File: config.mk
export PLATFORM = sky130hd
export DESIGN_NAME = add_share_arb_flat
export DESIGN_NICKNAME = d
export VERILOG_FILES = /design/src/rtl/add_share_arb_if.sv /design/src/rtl/add_share_arb.sv /design/src/flat_wrapper.sv
export SDC_FILE = /design/constraint.sdc
export NUM_CORES = 1
export LEC_CHECK = 0
export CAP_MARGIN = 0
export CORE_UTILIZATION = 45
export CTS_CLUSTER_DIAMETER = 120
export DETAILED_ROUTE_END_ITERATION = 16
export PLACE_DENSITY = 0.81
export SYNTH_ARGS = -nofsm -noshare
export SYNTH_HDL_FRONTEND = slang
export SYNTH_SLANG_ARGS = --single-unit
File: constraint.sdc
create_clock -name clk -period 2.7 [get_ports clk]
set_input_delay 0.405 -clock clk [delete_from_list [all_inputs] [get_ports clk]]
set_output_delay 0.405 -clock clk [all_outputs]
set_load 0.1 [all_outputs]
File: src/rtl/add_share_arb_if.sv
// Bundle of request/operand inputs and grant/result outputs between the
// requesters and the shared-adder arbiter.
interface add_share_arb_if #(
  parameter int NREQ = 4,
  parameter int W    = 8
);
  logic [NREQ-1:0]   req;
  logic [NREQ*W-1:0] op_a;
  logic [NREQ*W-1:0] op_b;
  logic [NREQ-1:0]   gnt;
  logic [NREQ-1:0]   done;
  logic [W-1:0]      sum;
  logic              carry;
  logic              busy;

  modport master (
    output req, op_a, op_b,
    input  gnt, done, sum, carry, busy
  );

  modport slave (
    input  req, op_a, op_b,
    output gnt, done, sum, carry, busy
  );
endinterface

File: src/rtl/add_share_arb.sv
// Round-robin arbiter sharing one W-bit adder among NREQ requesters:
// grant captures the winner's operands, the next cycle registers sum/carry and pulses done.
module add_share_arb #(
  parameter int NREQ = 4,
  parameter int W    = 8
) (
  input  logic            clk,
  input  logic            rst_n,
  add_share_arb_if.slave  bus
);
  localparam int IW = $clog2(NREQ);

  typedef enum logic {IDLE, EXEC} state_e;

  state_e          state_q;
  logic [IW-1:0]   last_q;
  logic [W-1:0]    a_q, b_q, sum_q;
  logic            carry_q;
  logic [NREQ-1:0] gnt_q, done_q;

  logic [IW-1:0]   win_idx;
  logic [IW-1:0]   cand_idx;
  logic            win_found;
  logic [W-1:0]    a_sel, b_sel;

  // Search starts one past the last winner, so a just-served requester goes to the back.
  // NOTE: every signal assigned in always_comb gets a default first; otherwise a latch is inferred.
  always_comb begin
    win_found = 1'b0;
    win_idx   = last_q;
    cand_idx  = last_q;
    for (int k = 1; k <= NREQ; k++) begin
      cand_idx = IW'((int'(last_q) + k) % NREQ);
      if (!win_found && bus.req[cand_idx]) begin
        win_found = 1'b1;
        win_idx   = cand_idx;
      end
    end
  end

  assign a_sel = bus.op_a[int'(win_idx)*W +: W];
  assign b_sel = bus.op_b[int'(win_idx)*W +: W];

  // NOTE: sequential state uses non-blocking assignments so all registers update from pre-edge values.
  // NOTE: the operand registers are plain flops, not a memory array, so they are cleared on reset too.
  always_ff @(posedge clk or negedge rst_n) begin
    if (!rst_n) begin
      state_q <= IDLE;
      last_q  <= IW'(NREQ - 1);
      a_q     <= '0;
      b_q     <= '0;
      sum_q   <= '0;
      carry_q <= 1'b0;
      gnt_q   <= '0;
      done_q  <= '0;
    end else begin
      case (state_q)
        IDLE: begin
          done_q <= '0;
          if (win_found) begin
            a_q     <= a_sel;
            b_q     <= b_sel;
            gnt_q   <= NREQ'(1) << win_idx;
            last_q  <= win_idx;
            state_q <= EXEC;
          end
        end
        EXEC: begin
          {carry_q, sum_q} <= {1'b0, a_q} + {1'b0, b_q};
          done_q  <= gnt_q;
          gnt_q   <= '0;
          state_q <= IDLE;
        end
        default: state_q <= IDLE;
      endcase
    end
  end

  assign bus.gnt   = gnt_q;
  assign bus.done  = done_q;
  assign bus.sum   = sum_q;
  assign bus.carry = carry_q;
  assign bus.busy  = (state_q == EXEC);
endmodule

File: src/flat_wrapper.sv
// flat-port wrapper written by rule: the top's interface ports become plain ports
module add_share_arb_flat 
#(
  parameter int NREQ = 4,
  parameter int W    = 8
)
  (clk, rst_n, bus_req, bus_op_a, bus_op_b, bus_gnt, bus_done, bus_sum, bus_carry, bus_busy);
  add_share_arb_if #(.NREQ(NREQ), .W(W)) bus_i ();
  input  logic clk;
  input  logic rst_n;
  input wire logic [$bits(bus_i.req)-1:0] bus_req;
  input wire logic [$bits(bus_i.op_a)-1:0] bus_op_a;
  input wire logic [$bits(bus_i.op_b)-1:0] bus_op_b;
  output wire logic [$bits(bus_i.gnt)-1:0] bus_gnt;
  output wire logic [$bits(bus_i.done)-1:0] bus_done;
  output wire logic [$bits(bus_i.sum)-1:0] bus_sum;
  output wire logic [$bits(bus_i.carry)-1:0] bus_carry;
  output wire logic [$bits(bus_i.busy)-1:0] bus_busy;
  assign bus_i.req = bus_req;
  assign bus_i.op_a = bus_op_a;
  assign bus_i.op_b = bus_op_b;
  assign bus_gnt = bus_i.gnt;
  assign bus_done = bus_i.done;
  assign bus_sum = bus_i.sum;
  assign bus_carry = bus_i.carry;
  assign bus_busy = bus_i.busy;
  add_share_arb #(.NREQ(NREQ), .W(W)) u_core (.clk(clk), .rst_n(rst_n), .bus(bus_i));
endmodule
==> impl.org, run 1 <==
** Yosys
- Number of cells produced by synthesis :: 244
- Top post-synthesis cells by area :: dfrtp_1, mux2i_1, o221ai_1
- Fraction of synthesis flops using an asynchronous set or reset pin :: 1.00
- Adder-cell area share of the yosys netlist :: 0.0508
- Yosys warnings :: 0
- Yosys top cell area share :: 0.360
- Post-synthesis area per instance :: 9.68 um^2
- By area, the combinational part of the netlist is dominated by compound AO/OA/AOI/OAI gates.
- Of the total synthesized cell area, the portion taken by AND, OR, NAND and NOR gates is 0.181.
- The synthesized netlist occupies a cell area of 2360 um^2.
- Syn_nets :: 323
- Post-synthesis xor/xnor area fraction :: 0.00742
- Summed over all instances, the cell type with the most area after synthesis is dfrtp_1.
- For this run, the leading register cell type out of synthesis is dfrtp_1.
- Leading post-synthesis cells by instance count :: dfrtp_1, nand2_1, o21ai_0, mux2i_1, a21boi_0
- Yosys mapped the design onto 52 distinct sky130hd cell types.
- Yosys mapped a number of flops with a built-in enable equal to 0.
- Total of flip-flops plus latches after synthesis :: 36
- Share of synthesized area spent on multiplexers :: 0.0863
- Most frequently used cell type in the post-synthesis netlist :: dfrtp_1
- Share of the yosys chip area belonging to registers :: 0.382
- The compound-gate portion of the synthesized area came to 0.231.

** Run status
- Run status :: finished, final reports clean

** Global route
- Maximum number of pins on one net before global-route repair :: 37
- Global routing usage summed across all routing layers :: 0.211
- The first global-routing pass estimated 8.94 mm of wire.
- Gr ovfl total :: 0
- The via count of the first global-routing pass came to 1,942.
- Antenna violations before repair :: 0

** STA
- Final critical-path share of the clock period :: 0.826
- The number of max-slew violations in the final report was 0.
- Max-slew headroom at the worst pin :: 0.483
- Total of endpoints with negative setup slack in the final report :: 0
- Worst hold slack across all endpoints :: 0.197 ns
- Maximum clock frequency :: 0.448 GHz
- Across the routed clock network, the largest skew measured is 0.00344 ns.
- Setup repair after global routing left no endpoint under its margin.
- Post-layout minimum cycle time :: 2.23 ns
- The number of hold violations in the final report was 0.
- In the final timing run, aggregate negative setup slack is 0 ns.
- Actual transition at the worst max-transition pin :: 0.775 ns

** CTS
- Latest clock arrival within the worst-skew pair :: 0.28 ns
- After clock tree synthesis, the clock-pin slew on the worst setup and hold paths is 0.07 ns.
- Count of H-tree levels built during CTS :: 2
- Clock Root Buffer :: clkbuf_8
- Count of instances resized after the clock tree is built :: 0
- CTS saw 36 sinks.
- Inserted Clock Buffers :: 5
- Max clock buf depth :: 2
- The number of hold buffers added after CTS was 0.
- TritonCTS clock tree :: built
- Buffers inserted by post-CTS timing repair :: 0

** Flow run
- Across the run, the number of max-cap violations was 0.

** Pwr
- Summed over all cells, the static leakage comes to 1.46 nW.
- Across the VDD grid, the largest voltage drop is 624 uV.
- Power per standard cell area :: 1170 nW/um^2

** Setup path
- In this run the critical register-to-register path is captured at u_core.bus.carry.
- Worst setup path startpoint :: u_core.b_q[0]
- Critical path peak fanout :: 3
- The number of cells on the worst reg-to-reg path is 7.
- Register-to-Register Setup Slack :: 0.47 ns
- At the worst endpoint, the required time is 2.86 ns.
- Reg2Reg Launch Point :: u_core.b_q[0]
- Critical path class :: register to register
- Data arrives at the worst endpoint at 2.39 ns.
- Crit path cell chain :: ha_1 > fa_1 > a21o_1 > a21oi_1 > o21ai_0 > and3b_1 > o41a_1
- Cell at the slowest stage of the critical path :: fa_1
- Following the worst setup path forward leads to its endpoint at u_core.bus.carry.
- Maximum single-stage delay on the critical path :: 0.42 ns
- STA classifies the critical path startpoint as a register.
- The worst setup path is captured at a register.

** Final layout
- Count of fill cells added during filler insertion :: 444
- Final cell count without fillers :: 399
- Registers take 903 um^2.
- Post-route core utilization :: 0.651
- Area of combinational cells with multiple inputs :: 1320 um^2
- Compared with the post-synthesis result, the final layout area differs by 39.9%.
- Nets@finish :: 407
- The number of antenna diodes in the final layout is 0.
- In the final layout, the share of cells above drive strength 1 is 0.158.
- The finished cells cover 3310 um^2.

** Die
- The floorplan has 26 rows.
- The floorplan step set the die width to 74.5 um.
- For this configuration, the core starts out at a cell density of 0.465.
- Ports placed on the boundary :: 88
- After floorplanning, the core was sized to cover 5070 um^2.
- From bottom edge to top edge, the die measures 74.5 um.
- Area of the die :: 5540 um^2

** Drt
- After detailed routing, the number of remaining DRC violations is 0.
- Total Routed Length :: 5.58 mm
- For this block, the initial DRC count from the detailed router was 107.
- The first detailed-routing pass took 4 iterations.
- Via-per-instance ratio :: 5.27
- Detail Route Antenna Nets :: 0
- In the final routed layout, each cell accounts on average for 14.0 um.
- The final route contains 2,102 vias.

** Placement
- Port Buf Inserts :: 87
- Post-DP HPWL :: 4.24 mm
- Routability-driven placement finished with a final weighted congestion of 0.758.
- After detailed placement, the total cell area comes to 3220 um^2.
- The number of placed instances, taps included, is 391.

** Min path
- Worst min-delay path category :: input port to async pin
-- metrics by stage --
stage,worst slack (ns),power (W)
after floorplan,0.658,0.00294
after CTS,0.477,0.00386
after global routing,0.393,0.00413
after detailed placement,0.371,0.00346
after global placement,0.398,0.00341
final,0.469,0.00385
-- final cells by class --
type	count	share of cell area
Clock buffer	8	0.0273
Sequential cell	36	0.273
Multi-Input combinational cell	184	0.400
Timing Repair Buffer	95	0.266
Inverter	6	0.00681
Tap cell	70	0.0265
-- worst min path at each step --
stage,startpoint,endpoint,slack (ns),cells past startpoint
2_1_floorplan,rst_n,u_core.a_q[0],0.11,0
3_3_place_gp,u_core.bus.sum[3],u_core.bus.sum[3],0.47,1
3_5_place_dp,u_core.bus.sum[3],u_core.bus.sum[3],0.47,1
4_1_cts,rst_n,u_core.bus.done[2],0.22,1
5_1_grt,rst_n,u_core.bus.gnt[3],0.24,1
6_report,rst_n,u_core.bus.done[2],0.20,1
-- cell families after synthesis --
family / count (synthesis)
xor+xnor: 2
simple gates: 76
fa+ha+maj: 9
buf+inv: 24
compound gates: 77
flops: 36
mux: 20
-- where the power goes --
group	switching, W	internal, W	leakage [nW]
Sequential	0.000175	0.000791	0.447
Combinational	0.00160	0.000899	0.968
Clock	0.000181	0.000208	0.0455
Total	0.00195	0.00190	1.46
-- state kept, by name, summed over array words and instances (netlist names) --
| register | flops |
|---|---|
| u_core.bus.gnt | 4 |
| u_core.bus.sum | 8 |
| u_core.bus.done | 4 |
| u_core.last_q | 2 |
| u_core.bus.busy | 1 |
| u_core.b_q | 8 |
| u_core.a_q | 8 |
| u_core.bus.carry | 1 |
-- layer usage --
layer	track usage	wire length, um
met5	0	0
met4	0.0566	45
met3	0.0393	250
met2	0.332	2650
met1	0.299	2630
-- placed cells by master (no fill, tap or decap), drive strengths merged, types with 2 or more instances in the layout --
cell type | synthesis | layout
a21boi | 16 | 16
and3 | 16 | 16
inv | 6 | 6
o221ai | 16 | 16
nor2b | 3 | 3
ha | 8 | 8
clkbuf | 10 | 8
mux2 | 3 | 3
a21o | 2 | 2
dfstp | 2 | 2
a21oi | 9 | 9
or3 | 3 | 3
mux2i | 17 | 17
nor3b | 2 | 2
nand2 | 28 | 28
nand3b | 3 | 3
xnor2 | 2 | 2
nor3 | 3 | 3
clkdlybuf4s50 | 0 | 68
dfrtp | 34 | 34
buf | 8 | 27
nor2 | 6 | 6
a211oi | 2 | 2
o21ai | 23 | 23
and2 | 6 | 6
-- worst max-delay path, delay by kind of cell (launching register included) --
family	cells	cell delay [ns]
AOI/OAI and AO/OA	4	0.86
adders and majority gates	2	0.66
DFF	1	0.41
and+or+nand+nor	1	0.19
No activity file was read; power rests on OpenSTA's default activity.
==> run 2, diff against run 1 <==
Settings changed: CORE_UTILIZATION 45 to 40, PLACE_DENSITY 0.81 to 0.76.
Clock period 2.7 ns to 1.9 ns, I/O delays scaled along.
==> run 2 against run 1 <==
  * The run now ends with setup timing left
  * Worst hold slack better by 0.26 ns
  * Clock skew is 0.0031 ns higher
  * Via count grew 8.5%
  * Global-route usage increased by 0.42 points
  * Sequential cell count stayed put
  * Die area grew 12%
  * Sequential power is 44% higher
  * Maximum frequency up 12%
  * Clock power up 31%
  * Highest routed layer unchanged
  * Combinational power grew 65%
==> impl.org, run 2 (synthesized netlist as in run 1, its figures left out) <==
** Die
- Row count :: 27 (+3.8%)
- Starting utilization of the core area :: 0.421 (-0.0442)
- Ports placed on the boundary :: 88 (unchanged)
- Die Span Y :: 78.9 um (+5.9%)
- The width of the die was 78.9 um (+5.9%).
- Area of the die :: 6220 um^2 (+12%)
- Standard cell core area :: 5610 um^2 (+11%)

** Setup path
- Critical path peak fanout :: 2 (-1)
- STA classifies the critical path endpoint as a register.
- By startpoint and endpoint, the worst setup path is classified as register to register.
- Arrival time reported for the critical path endpoint :: 2.16 ns (-0.23 ns)
- The slowest stage of the critical path is the dfrtp_1 cell.
- Required time of the critical path :: 2.06 ns (-0.80 ns)
- Worst Setup Start Kind :: register
- Maximum single-stage delay on the critical path :: 0.42 ns (about the same)
- The critical path goes through ha_4 > fa_2 > a21o_1 > a21oi_2 > o21ai_1 > and3b_1 > o41a_1.

** Final layout
- The top cell types in the final layout, fill and taps aside, are clkdlybuf4s50_1, buf_4, dfrtp_1.
- Leaving out fill and tap cells, the most frequent cell in the layout is clkdlybuf4s50_1.
- Share of final-layout standard cells stronger than drive strength 1 :: 0.255 (+0.0969)
- The finished layout cell area was 3620 um^2 (+9.5%).
- Nets@finish :: 432 (+6.1%)
- Relative area change from synthesis to final layout :: 53.3%
- Post-route core utilization :: 0.646 (-0.00569)
- Final cell count without fillers :: 425 (+6.5%)
- Count of inserted antenna diode cells :: 0 (unchanged)

** Global route
- Vias in the first global route :: 2,173 (+12%)
- The number of antenna violations at the first check in global routing is 0 (unchanged).
- Gr ovfl total :: 0 (unchanged)
- Wire length of the first global-routing pass :: 10.4 mm (+17%)
- The pin count of the biggest net entering global routing was 36 (-2.7%).
- The all-layer global routing usage was 0.215 (+0.00416).

** CTS
- The clock latency reported for the late side of the worst-skew pair is 0.29 ns (about the same).
- The number of buffers on the longest clock path was 2 (unchanged).
- The TritonCTS buffer count is 5 (unchanged).
- The depth of the CTS H-tree came to 2 (unchanged).
- CTS placed an instance of clkbuf_8 at the clock tree root.
- Clock input transition at the sequential cells of the worst setup and hold paths :: 0.07 ns (about the same)
- TritonCTS clock tree :: built
- Sink count of the clock tree :: 36 (unchanged)

** STA
- The achievable clock frequency was 0.500 GHz (+12%).
- The final worst-path setup slack was -0.0991 ns (-0.568 ns).
- Unrepaired setup endpoints after global routing :: true
- The worst clock skew on the final layout is 0.00656 ns (+0.00312 ns).
- Total of endpoints with negative setup slack in the final report :: 2 (+2)
- Actual transition at the worst max-transition pin :: 0.396 ns (-0.378 ns)
- The number of max-slew violations in the final report is 0 (unchanged).
- Max-slew headroom at the worst pin :: 0.736 (+0.252)
- The ratio of final minimum period to clock period is 1.05 (+0.226).
- Hold violation total from the final report :: 0 (unchanged)
- Post-layout minimum cycle time :: 2.00 ns (-0.232 ns)

** Placement
- The number of placed instances with taps included was 411 (+5.1%).
- Last weighted congestion value of the routability-driven placer :: 0.821 (+8.4%)
- Setup WS pre-CTS :: -0.294 ns (-0.665 ns)
- Post-DP HPWL :: 4.98 mm (+17%)
- Port Buf Inserts :: 87 (unchanged)
- The area of placed instances came to 3410 um^2 (+6.0%).

** Min path
- Worst min-delay path category :: input port to async pin

** Drt
- The DRC marker count from the first detailed-route iteration is 112 (+4.7%).
- The number of nets with antenna violations after detailed routing came to 0 (unchanged).
- The routed wire length was 6.45 mm (+16%).
- Via-per-instance ratio :: 5.37 (+1.9%)
- The average wire length per cell after detail routing is 15.2 um (+8.6%).
- Vias :: 2,281 (+8.5%)
- Length of the first detailed-routing pass in iterations :: 4 (unchanged)
- Final routed DRC violation total :: 0 (unchanged)

** Pwr
- The sum of internal, switching and leakage power came to 0.00602 W (+56%).
- Highest ir drop seen on vdd :: 960 uV (+54%)
- The power density relative to cell area was 1660 nW/um^2 (+43%).
- Reported leakage power :: 1.60 nW (+9.6%)

** Flow run
- The reported max-cap violation count came to 0 (unchanged).

** Run status
- The run finished, with violations left.
- The checks that failed: setup timing.
run 2: cell types whose count changed in the layout (fill, tap and decap cells not counted), moves of 3 or more:
cell and change:
o21ai_1 +10, mux2i_1 -3, buf_12 +4, buf_4 +18, o21ai_0 -12
run 2: worst paths after layout:
kind                       slack (ns)  cells after the start                  to               from
setup / recovery                 -0.1                      7    u_core.bus.carry      u_core.a_q[0]
hold / removal                   0.46                      2       u_core.a_q[6]              rst_n
setup reg to reg                 -0.1                      7    u_core.bus.carry      u_core.a_q[0]
hold reg to reg                  0.49                      1   u_core.bus.sum[3]  u_core.bus.sum[3]
max in group asynchronous        0.93                      3  u_core.bus.done[2]              rst_n
min in group clk                 0.49                      1   u_core.bus.sum[3]  u_core.bus.sum[3]
run 2: layout make-up:
cell class / count / area (um^2)
Fill cell: 490 / 1990
Multi-Input combinational cell: 184 / 1400
Timing Repair Buffer: 120 / 1130
Sequential cell: 36 / 906
Tap cell: 72 / 90.1
Clock buffer: 6 / 72.6
Inverter: 6 / 22.5
Clock inverter: 1 / 5.00
run 2: timing repair:
item	CTS	global route
endpoints found under the setup margin	3	23
hold endpoints to repair	13	0
pin swaps	1	8
buffers inserted	0	6
resized for setup	2	25
hold buffers	1	0
run 2: per-stage QoR:
step	TNS [ns]	hold slack, ns
after floorplan	0	-0.0106
after global placement	-2.64	0.233
after detailed placement	-4.30	0.237
after CTS	-0.125	0.460
after global routing	-0.267	0.493
final	-0.172	0.455
run 2: power breakdown:
| group | internal, W | total (W) | switching [W] | leakage [nW] |
|---|---|---|---|---|
| registers | 0.00113 | 0.00139 | 0.000265 | 0.444 |
| clock network | 0.000249 | 0.000510 | 0.000261 | 0.0410 |
| logic | 0.00167 | 0.00412 | 0.00245 | 1.12 |
| total | 0.00304 | 0.00602 | 0.00298 | 1.60 |
run 2: routing by layer:
layer,GRT usage,vias to the layer above,share of wire
li1,-,1115,-
met1,0.289,1084,0.43
met2,0.360,73,0.50
met3,0.0299,9,0.049
met4,0.0673,0,0.015
met5,0,-,0
run 2: critical path: cells and delay by family (launching register included):
| kind | cells | cell delay, ns |
|---|---|---|
| flops | 1 | 0.42 |
| fa+ha+maj | 2 | 0.52 |
| simple gates | 1 | 0.20 |
| compound gates | 4 | 0.73 |
